===== src/rtl/mvau_weight_loader_if.sv =====
// Weight stream in and PE weight-memory write port out, bundled for the loader.
interface mvau_weight_loader_if #(
  parameter int SIMD         = 2,
  parameter int TW           = 1,
  parameter int PE           = 2,
  parameter int WMEM_ADDR_BW = 4
) ();
  logic [SIMD*TW-1:0]      s_axis_wdata;
  logic                    s_axis_wvalid;
  logic                    s_axis_wready;
  logic [PE-1:0]           wmem_we;
  logic [WMEM_ADDR_BW-1:0] wmem_waddr;
  logic [SIMD*TW-1:0]      wmem_wdata;

  // master: host/DMA stream source that also observes the memory write port
  modport master (
    output s_axis_wdata, s_axis_wvalid,
    input  s_axis_wready, wmem_we, wmem_waddr, wmem_wdata
  );

  // slave: the loader, consuming the stream and driving the memory writes
  modport slave (
    input  s_axis_wdata, s_axis_wvalid,
    output s_axis_wready, wmem_we, wmem_waddr, wmem_wdata
  );
endinterface


===== src/rtl/mvau_weight_loader.sv =====
// Streams weight word k into PE memory (k mod PE) at address (k div PE); writes land 1 cycle after handshake.
// wready is high only in LOAD, so upstream stalls outside a load; load_done pulses 1 cycle after the last write.
module mvau_weight_loader #(
  parameter int SIMD         = 2,
  parameter int TW           = 1,
  parameter int PE           = 2,
  parameter int WMEM_DEPTH   = 4,
  parameter int WMEM_ADDR_BW = 4
) (
  input  logic                 aclk,
  input  logic                 aresetn,
  input  logic                 load_start,
  output logic                 load_busy,
  output logic                 load_done,
  mvau_weight_loader_if.slave  bus
);

  localparam int W     = SIMD * TW;
  localparam int PE_BW = (PE > 1) ? $clog2(PE) : 1;

  typedef enum logic [1:0] {IDLE, LOAD, DONE} state_t;

  state_t                  state;
  logic [PE_BW-1:0]        pe_cnt;
  logic [WMEM_ADDR_BW-1:0] addr_cnt;
  logic [PE-1:0]           we_q;
  logic [WMEM_ADDR_BW-1:0] waddr_q;
  logic [W-1:0]            wdata_q;
  logic                    done_q;
  logic [PE-1:0]           we_sel;
  logic                    hs;
  logic                    pe_last;
  logic                    addr_last;

  assign bus.s_axis_wready = (state == LOAD);
  assign hs                = bus.s_axis_wvalid && (state == LOAD);
  assign pe_last           = (pe_cnt == PE_BW'(PE - 1));
  assign addr_last         = (addr_cnt == WMEM_ADDR_BW'(WMEM_DEPTH - 1));

  always_comb begin
    we_sel = '0;
    for (int p = 0; p < PE; p++) begin
      we_sel[p] = (pe_cnt == PE_BW'(p));
    end
  end

  always_ff @(posedge aclk) begin
    if (!aresetn) begin
      state    <= IDLE;
      pe_cnt   <= '0;
      addr_cnt <= '0;
      we_q     <= '0;
      waddr_q  <= '0;
      wdata_q  <= '0;
      done_q   <= 1'b0;
    end else begin
      we_q   <= '0;
      done_q <= 1'b0;
      case (state)
        IDLE: begin
          if (load_start) begin
            state    <= LOAD;
            pe_cnt   <= '0;
            addr_cnt <= '0;
          end
        end
        LOAD: begin
          if (hs) begin
            we_q    <= we_sel;
            waddr_q <= addr_cnt;
            wdata_q <= bus.s_axis_wdata;
            // explicit wrap so non-power-of-two PE / depth work
            if (pe_last) begin
              pe_cnt <= '0;
              if (addr_last) begin
                state <= DONE;
              end else begin
                addr_cnt <= addr_cnt + WMEM_ADDR_BW'(1);
              end
            end else begin
              pe_cnt <= pe_cnt + PE_BW'(1);
            end
          end
        end
        DONE: begin
          state  <= IDLE;
          done_q <= 1'b1;
        end
        default: state <= IDLE;
      endcase
    end
  end

  assign bus.wmem_we    = we_q;
  assign bus.wmem_waddr = waddr_q;
  assign bus.wmem_wdata = wdata_q;
  assign load_busy      = (state != IDLE);
  assign load_done      = done_q;

endmodule


===== src/flat_wrapper.sv =====
// flat-port wrapper written by rule: the top's interface ports become plain ports
module mvau_weight_loader_flat 
#(
  parameter int SIMD         = 2,
  parameter int TW           = 1,
  parameter int PE           = 2,
  parameter int WMEM_DEPTH   = 4,
  parameter int WMEM_ADDR_BW = 4
)
  (aclk, aresetn, load_start, load_busy, load_done, bus_s_axis_wdata, bus_s_axis_wvalid, bus_s_axis_wready, bus_wmem_we, bus_wmem_waddr, bus_wmem_wdata);
  mvau_weight_loader_if #(.SIMD(SIMD), .TW(TW), .PE(PE), .WMEM_ADDR_BW(WMEM_ADDR_BW)) bus_i ();
  input  logic aclk;
  input  logic aresetn;
  input  logic load_start;
  output logic load_busy;
  output logic load_done;
  input wire logic [$bits(bus_i.s_axis_wdata)-1:0] bus_s_axis_wdata;
  input wire logic [$bits(bus_i.s_axis_wvalid)-1:0] bus_s_axis_wvalid;
  output wire logic [$bits(bus_i.s_axis_wready)-1:0] bus_s_axis_wready;
  output wire logic [$bits(bus_i.wmem_we)-1:0] bus_wmem_we;
  output wire logic [$bits(bus_i.wmem_waddr)-1:0] bus_wmem_waddr;
  output wire logic [$bits(bus_i.wmem_wdata)-1:0] bus_wmem_wdata;
  assign bus_i.s_axis_wdata = bus_s_axis_wdata;
  assign bus_i.s_axis_wvalid = bus_s_axis_wvalid;
  assign bus_s_axis_wready = bus_i.s_axis_wready;
  assign bus_wmem_we = bus_i.wmem_we;
  assign bus_wmem_waddr = bus_i.wmem_waddr;
  assign bus_wmem_wdata = bus_i.wmem_wdata;
  mvau_weight_loader #(.SIMD(SIMD), .TW(TW), .PE(PE), .WMEM_DEPTH(WMEM_DEPTH), .WMEM_ADDR_BW(WMEM_ADDR_BW)) u_core (.aclk(aclk), .aresetn(aresetn), .load_start(load_start), .load_busy(load_busy), .load_done(load_done), .bus(bus_i));
endmodule

===== config.mk =====
export PLATFORM = sky130hd
export DESIGN_NAME = mvau_weight_loader_flat
export DESIGN_NICKNAME = d
export VERILOG_FILES = /design/src/rtl/mvau_weight_loader_if.sv /design/src/rtl/mvau_weight_loader.sv /design/src/flat_wrapper.sv
export SDC_FILE = /design/constraint.sdc
export NUM_CORES = 1
export LEC_CHECK = 0
export CORE_MARGIN = 5
export CORE_UTILIZATION = 42
export DETAILED_ROUTE_END_ITERATION = 12
export GPL_TIMING_DRIVEN = 0
export PLACE_DENSITY = 0.73
export RECOVER_POWER = 100
export SYNTH_ARGS = -nofsm -noshare
export SYNTH_HDL_FRONTEND = slang
export SYNTH_SLANG_ARGS = --single-unit

===== constraint.sdc =====
create_clock -name aclk -period 1.42 [get_ports aclk]
set_input_delay 0.213 -clock aclk [delete_from_list [all_inputs] [get_ports aclk]]
set_output_delay 0.213 -clock aclk [all_outputs]
set_load 0.005 [all_outputs]

Word-level counts from Yosys, hierarchy flattened
Index checks and enable logic that the tools add are counted.
{ "word_totals": {"reg_bits": 16, "elab_cells": 42} }
{ "classes": {"n_addsub": 2, "eq_ne": 8, "n_mux": 15, "bitwise": 1, "n_reduce_logical": 9} }
{ "op_table": {"columns": ["operator", "count"], "rows": [
  ["4-bit 2-to-1 mux", 4],
  ["2-bit 2-to-1 mux", 4],
  ["4-bit one-hot mux with 2 select lines", 1],
  ["2-bit by 1-bit != test with 1-bit output, second input constant", 3],
  ["3-bit AND reduction", 2],
  ["5-bit AND reduction", 1],
  ["4-bit by 1-bit adder with 4-bit output, second input constant", 1],
  ["4-bit by 2-bit equality test with 1-bit output, second input constant", 1],
  ["1-bit 2-to-1 mux", 4],
  ["2-bit != test, second input constant", 2],
  ["2-bit one-hot mux with 2 select lines", 1],
  ["4-bit AND reduction", 1],
  ["2-bit nonzero test", 2],
  ["2-bit by 1-bit equality test with 1-bit output, second input constant", 1],
  ["2-bit equality test, second input constant", 1],
  ["2-bit logical NOT", 1],
  ["1-bit one-hot mux with 2 select lines", 1],
  ["2-bit AND reduction", 1],
  ["1-bit adder, second input constant", 1],
  ["1-bit logical AND", 1],
  ["1-bit NOT", 1]
]} }

Logic depth before layout (Yosys ltp)
{ "logic_depth": {"depth_word": 5, "mapped_depth": 5, "ltp_nobuf": 4} }

Worst setup path after synthesis
Ideal clock, no wire load.
{ "synth_timing": {"kind": "flip-flop to flip-flop", "start": "register u_core.addr_cnt[0]", "end": "register u_core.addr_cnt[2]", "setup_time_ns": 0.072, "arrival_time_ns": 1.250, "required_time_ns": 1.348, "path_slack_ns": 0.098, "stages_incl_launch_ff": 5, "n_path_buf": 0, "path_cell_list": "dfxtp_1 ha_1 nor3b_1 or4_1 a21oi_1"} }
{ "synth_via": {"elab_chain_cells": 5, "elab_cells_between_ends": 8, "cone_classes": "1 x add/sub; 2 x eq/ne; 4 x mux; 1 x reduce/logical"} }
{ "synth_rtl": {"columns": ["element", "line_no", "text"], "rows": [
  ["start: declaration", "mvau_weight_loader.sv:25", "logic [WMEM_ADDR_BW-1:0] addr_cnt;"],
  ["start signal: assignment", "mvau_weight_loader.sv:78", "addr_cnt <= addr_cnt + WMEM_ADDR_BW'(1);"],
  ["4-bit by 1-bit adder with 4-bit output", "mvau_weight_loader.sv:78", null],
  ["4-bit 2-to-1 mux", "mvau_weight_loader.sv:75", "if (addr_last) begin"],
  ["4-bit 2-to-1 mux", "mvau_weight_loader.sv:73", "if (pe_last) begin"],
  ["4-bit 2-to-1 mux", "mvau_weight_loader.sv:68", "if (hs) begin"],
  ["4-bit one-hot mux with 2 select lines", "mvau_weight_loader.sv:59", "case (state)"]
]} }
Parallel ways exist; a longest one is shown, timed or not. The select of a mux whose other input is x is not followed.
A chain may end at the register's enable or synchronous reset.

Final worst setup path
{ "layout_timing": {"start": "register u_core.state[1]", "end": "register u_core.addr_cnt[0]"} }
{ "layout_via": {"elab_chain_cells": 4, "elab_cells_between_ends": 10, "cone_classes": "5 x eq/ne; 1 x mux; 4 x reduce/logical"} }
{ "layout_rtl": {"columns": ["element", "line_no", "text"], "rows": [
  ["start: declaration", "mvau_weight_loader.sv:23", "state_t state;"],
  ["start signal: assignment", "mvau_weight_loader.sv:49", "state <= IDLE;"],
  ["start signal: assignment", "mvau_weight_loader.sv:62", "state <= LOAD;"],
  ["start signal: assignment", "mvau_weight_loader.sv:76", "state <= DONE;"],
  ["2-bit by 1-bit equality test with 1-bit output", "mvau_weight_loader.sv:36, mvau_weight_loader.sv:59", null],
  ["1-bit logical AND", "mvau_weight_loader.sv:36", "assign hs = bus.s_axis_wvalid && (state == LOAD);"],
  ["2-bit by 1-bit != test with 1-bit output (no line)", null, null],
  ["5-bit AND reduction (no line)", null, null]
]} }
Parallel ways exist; a longest one is shown, timed or not.

==> summary.md <==
| Metric | Value |
|---|---|
| Reg2reg path depth | 4 |
| Sequential-to-total area share from yosys stat | 46.0% |
| Simple-gate share of the synthesized area | 30.3% |
| Drt initial violations | 17 |
| Main area contributors after synthesis | dfxtp_1, mux2i_1, nand3_1, nand2_1, nor2_1 |
| Leak | 0.398 nW |
| Synthesis-to-finish area growth | 42.4% |
| Area leader, netlist | dfxtp_1 |
| # setup viols final | 0 |
| Actual slew at the worst max-slew pin | 342 ps |
| Num rows | 14 |
| Commonest non-fill, non-tap cell in the layout | dfxtp_1 |
| Worst Setup Start Kind | flop |
| Die H | 50.7 microns |
| TritonCTS clock tree | yes |
| Synth Area in Compound Gates | 10.4% |
| Clock skew | 3.26 ps |
| Share of cells above drive strength 1 | 27.0% |
| First-pass GRT wire length | 2610 microns |
| Detailed Routing Iterations Pass 1 | 4 |
| Placement Cell Area | 867 sq um |
| Status | complete, no violations |
| Max cap viols | 0 |
| PwrDens | 876 mW/mm^2 |
| Starting Density | 45.2% |
| WHS Path Cells | 3 |
| Slew margin rel. | 76.6% |
| Skew-Pair Late Insertion Delay | 290 ps |
| Cell count after synthesis | 75 |
| Top FF cell, synth | dfxtp_1 |
| Synth Area in XOR/XNOR | 0% |
| Initial antenna violation count | 0 |
| I/O Pins | 17 |
| Hold_buf cts | 0 |
| Global route overflow | 0 |
| Largest net degree at the start of global routing | 11 |
| Post-synth top area share | 46.0% |
| Vias/cell | 5.44 |
| Die X | 50.7 microns |
| Root Driver | clkbuf_4 |
| Most frequent cells in the layout | dfxtp_1, clkdlybuf4s50_1, nand2_1, nor2_1, buf_4 |
| Max-slew violations | 0 |
| Crit Path Max Fanout | 10 |
| Total GRT Usage | 13.4% |
| HP Class | in -> reg |
| Crit path capture type | flop |
| Synthesized area per cell | 9.29 sq um |
| Inserted Diodes | 0 |
| Fin area | 992 sq um |
| Final hold vios | 0 |
| Crit path DAT | 1620 ps |
| Maximum VDD drop | 487 uV |
| Nets | 108 |
| Post-synth EDFFs | 0 |
| IO buf count | 15 |
| Largest family of logic cells by synthesized area | simple AND/OR/NAND/NOR gates |
| Crit path time final | 1390 ps |
| Required time worst endpoint | 1650 ps |
| Period utilization | 98.2% |
| CTS max path bufs | 2 |
| DP HPWL | 977 microns |
| DIE AREA | 0.00257 sq mm |
| Routability Congestion | 0.765 |
| Post-DRT Antenna Nets | 0 |
| H-tree Lvls | 1 |
| Util after Layout | 64.4% |
| Post-synthesis mux area share | 5.75% |
| DRT Wirelength | 1710 microns |
| Drt drc | 0 |
| Yosys warns | 0 |
| FFs w/ async S/R, synth | 0% |
| CP Class | reg -> reg |
| Syn_nets | 82 |
| Post-Syn Area | 697 sq um |
| Vias in the first global route | 578 |
| Synth Area in Adders | 1.80% |
| Reg clk slew, reported paths | 90 ps |
| Core area | 0.00154 sq mm |
| Via Count | 631 |
| Post-synth cell types | 27 |
| Max frequency | 0.717 GHz |
| Synth Register Bits | 16 |
| Setup TNS | 0 ps |
| Total CTS buffers | 3 |
| Routed WL per cell | 14.7 microns |
| Clock net sink count | 16 |
cell type report:
class,count,area (sq um)
timing repair buffer,22,203
tap,16,20.0
inverter,2,7.51
fill,130,549
clock buffer,4,36.3
multi-input combinational,53,370
sequential,16,324
buffer,3,31.3
where the power goes:
part / total (mW) / leakage [nW] / internal (mW) / switching, mW
registers: 0.462 / 0.131 / 0.456 / 0.00583
clock network: 0.304 / 0.0210 / 0.156 / 0.147
logic: 0.104 / 0.246 / 0.0592 / 0.0450
timing repair:
| action | in CTS | in global routing |
|---|---|---|
| gates resized for setup | 12 | 11 |
| endpoints found under the setup margin | 5 | 5 |
| buffers inserted | 2 | 5 |
| pin swaps | 0 | 1 |
path summary, 6_finish.rpt:
path	startpoint	end	slack, ps
hold reg to reg	u_core.bus.wmem_wdata[0]	u_core.bus.wmem_wdata[0]	450
setup reg to reg	u_core.state[1]	u_core.addr_cnt[0]	30
hold / removal	aresetn	u_core.load_done	220
setup / recovery	u_core.state[1]	u_core.addr_cnt[0]	30
layer usage:
metal	vias up	global-route usage, %	share of wire (%)
li1	319	-	-
met1	291	15.7	46
met2	17	21.3	47
met4	0	6.38	1.8
met5	-	0	0
met3	4	5.03	5.9
worst max-delay path, cell delays in order, from the launching register on:
cell      delay, ps
dfxtp_2         400
nand3b_4        180
buf_8           140
or4_1           520
o21ai_1         100
cells by family (layout without fill, tap and decap cells):
kind of cell | Yosys count | count (layout)
DFF | 16 | 16
and+or+nand+nor | 36 | 36
adders and majority gates | 1 | 1
AOI/OAI and AO/OA | 12 | 12
buffers and inverters | 6 | 31
muxes | 4 | 4
per-stage QoR:
step           cells  total power [mW]  hold WS, ps  worst slack, ps
2_1_floorplan     75             0.514          360             97.7
3_3_place_gp     106             0.552          443             -364
3_5_place_dp     106             0.552          447             -381
4_1_cts          112             0.857          211           -0.277
5_1_grt          116             0.915          228            -31.2
6_report         116             0.869          215             25.7
sequential cells by signal, indices dropped and copies added, names as in the netlist:
name and cells:
u_core.addr_cnt 4, u_core.bus.wmem_waddr 4, u_core.bus.wmem_wdata 2, u_core.bus.wmem_we 2, u_core.state 2, u_core.load_done 1, u_core.pe_cnt 1
synth_stat cells, types with 2 or more instances:
library cell / instances
nand3_1: 6
mux2i_1: 4
buf_6: 2
nor2_1: 7
nand2_1: 7
or3b_2: 2
nor3b_1: 2
or4_1: 3
buf_2: 2
a21oi_1: 4
o21ai_0: 4
dfxtp_1: 16
nor3_1: 2
No activity file was read; power rests on OpenSTA's default activity.
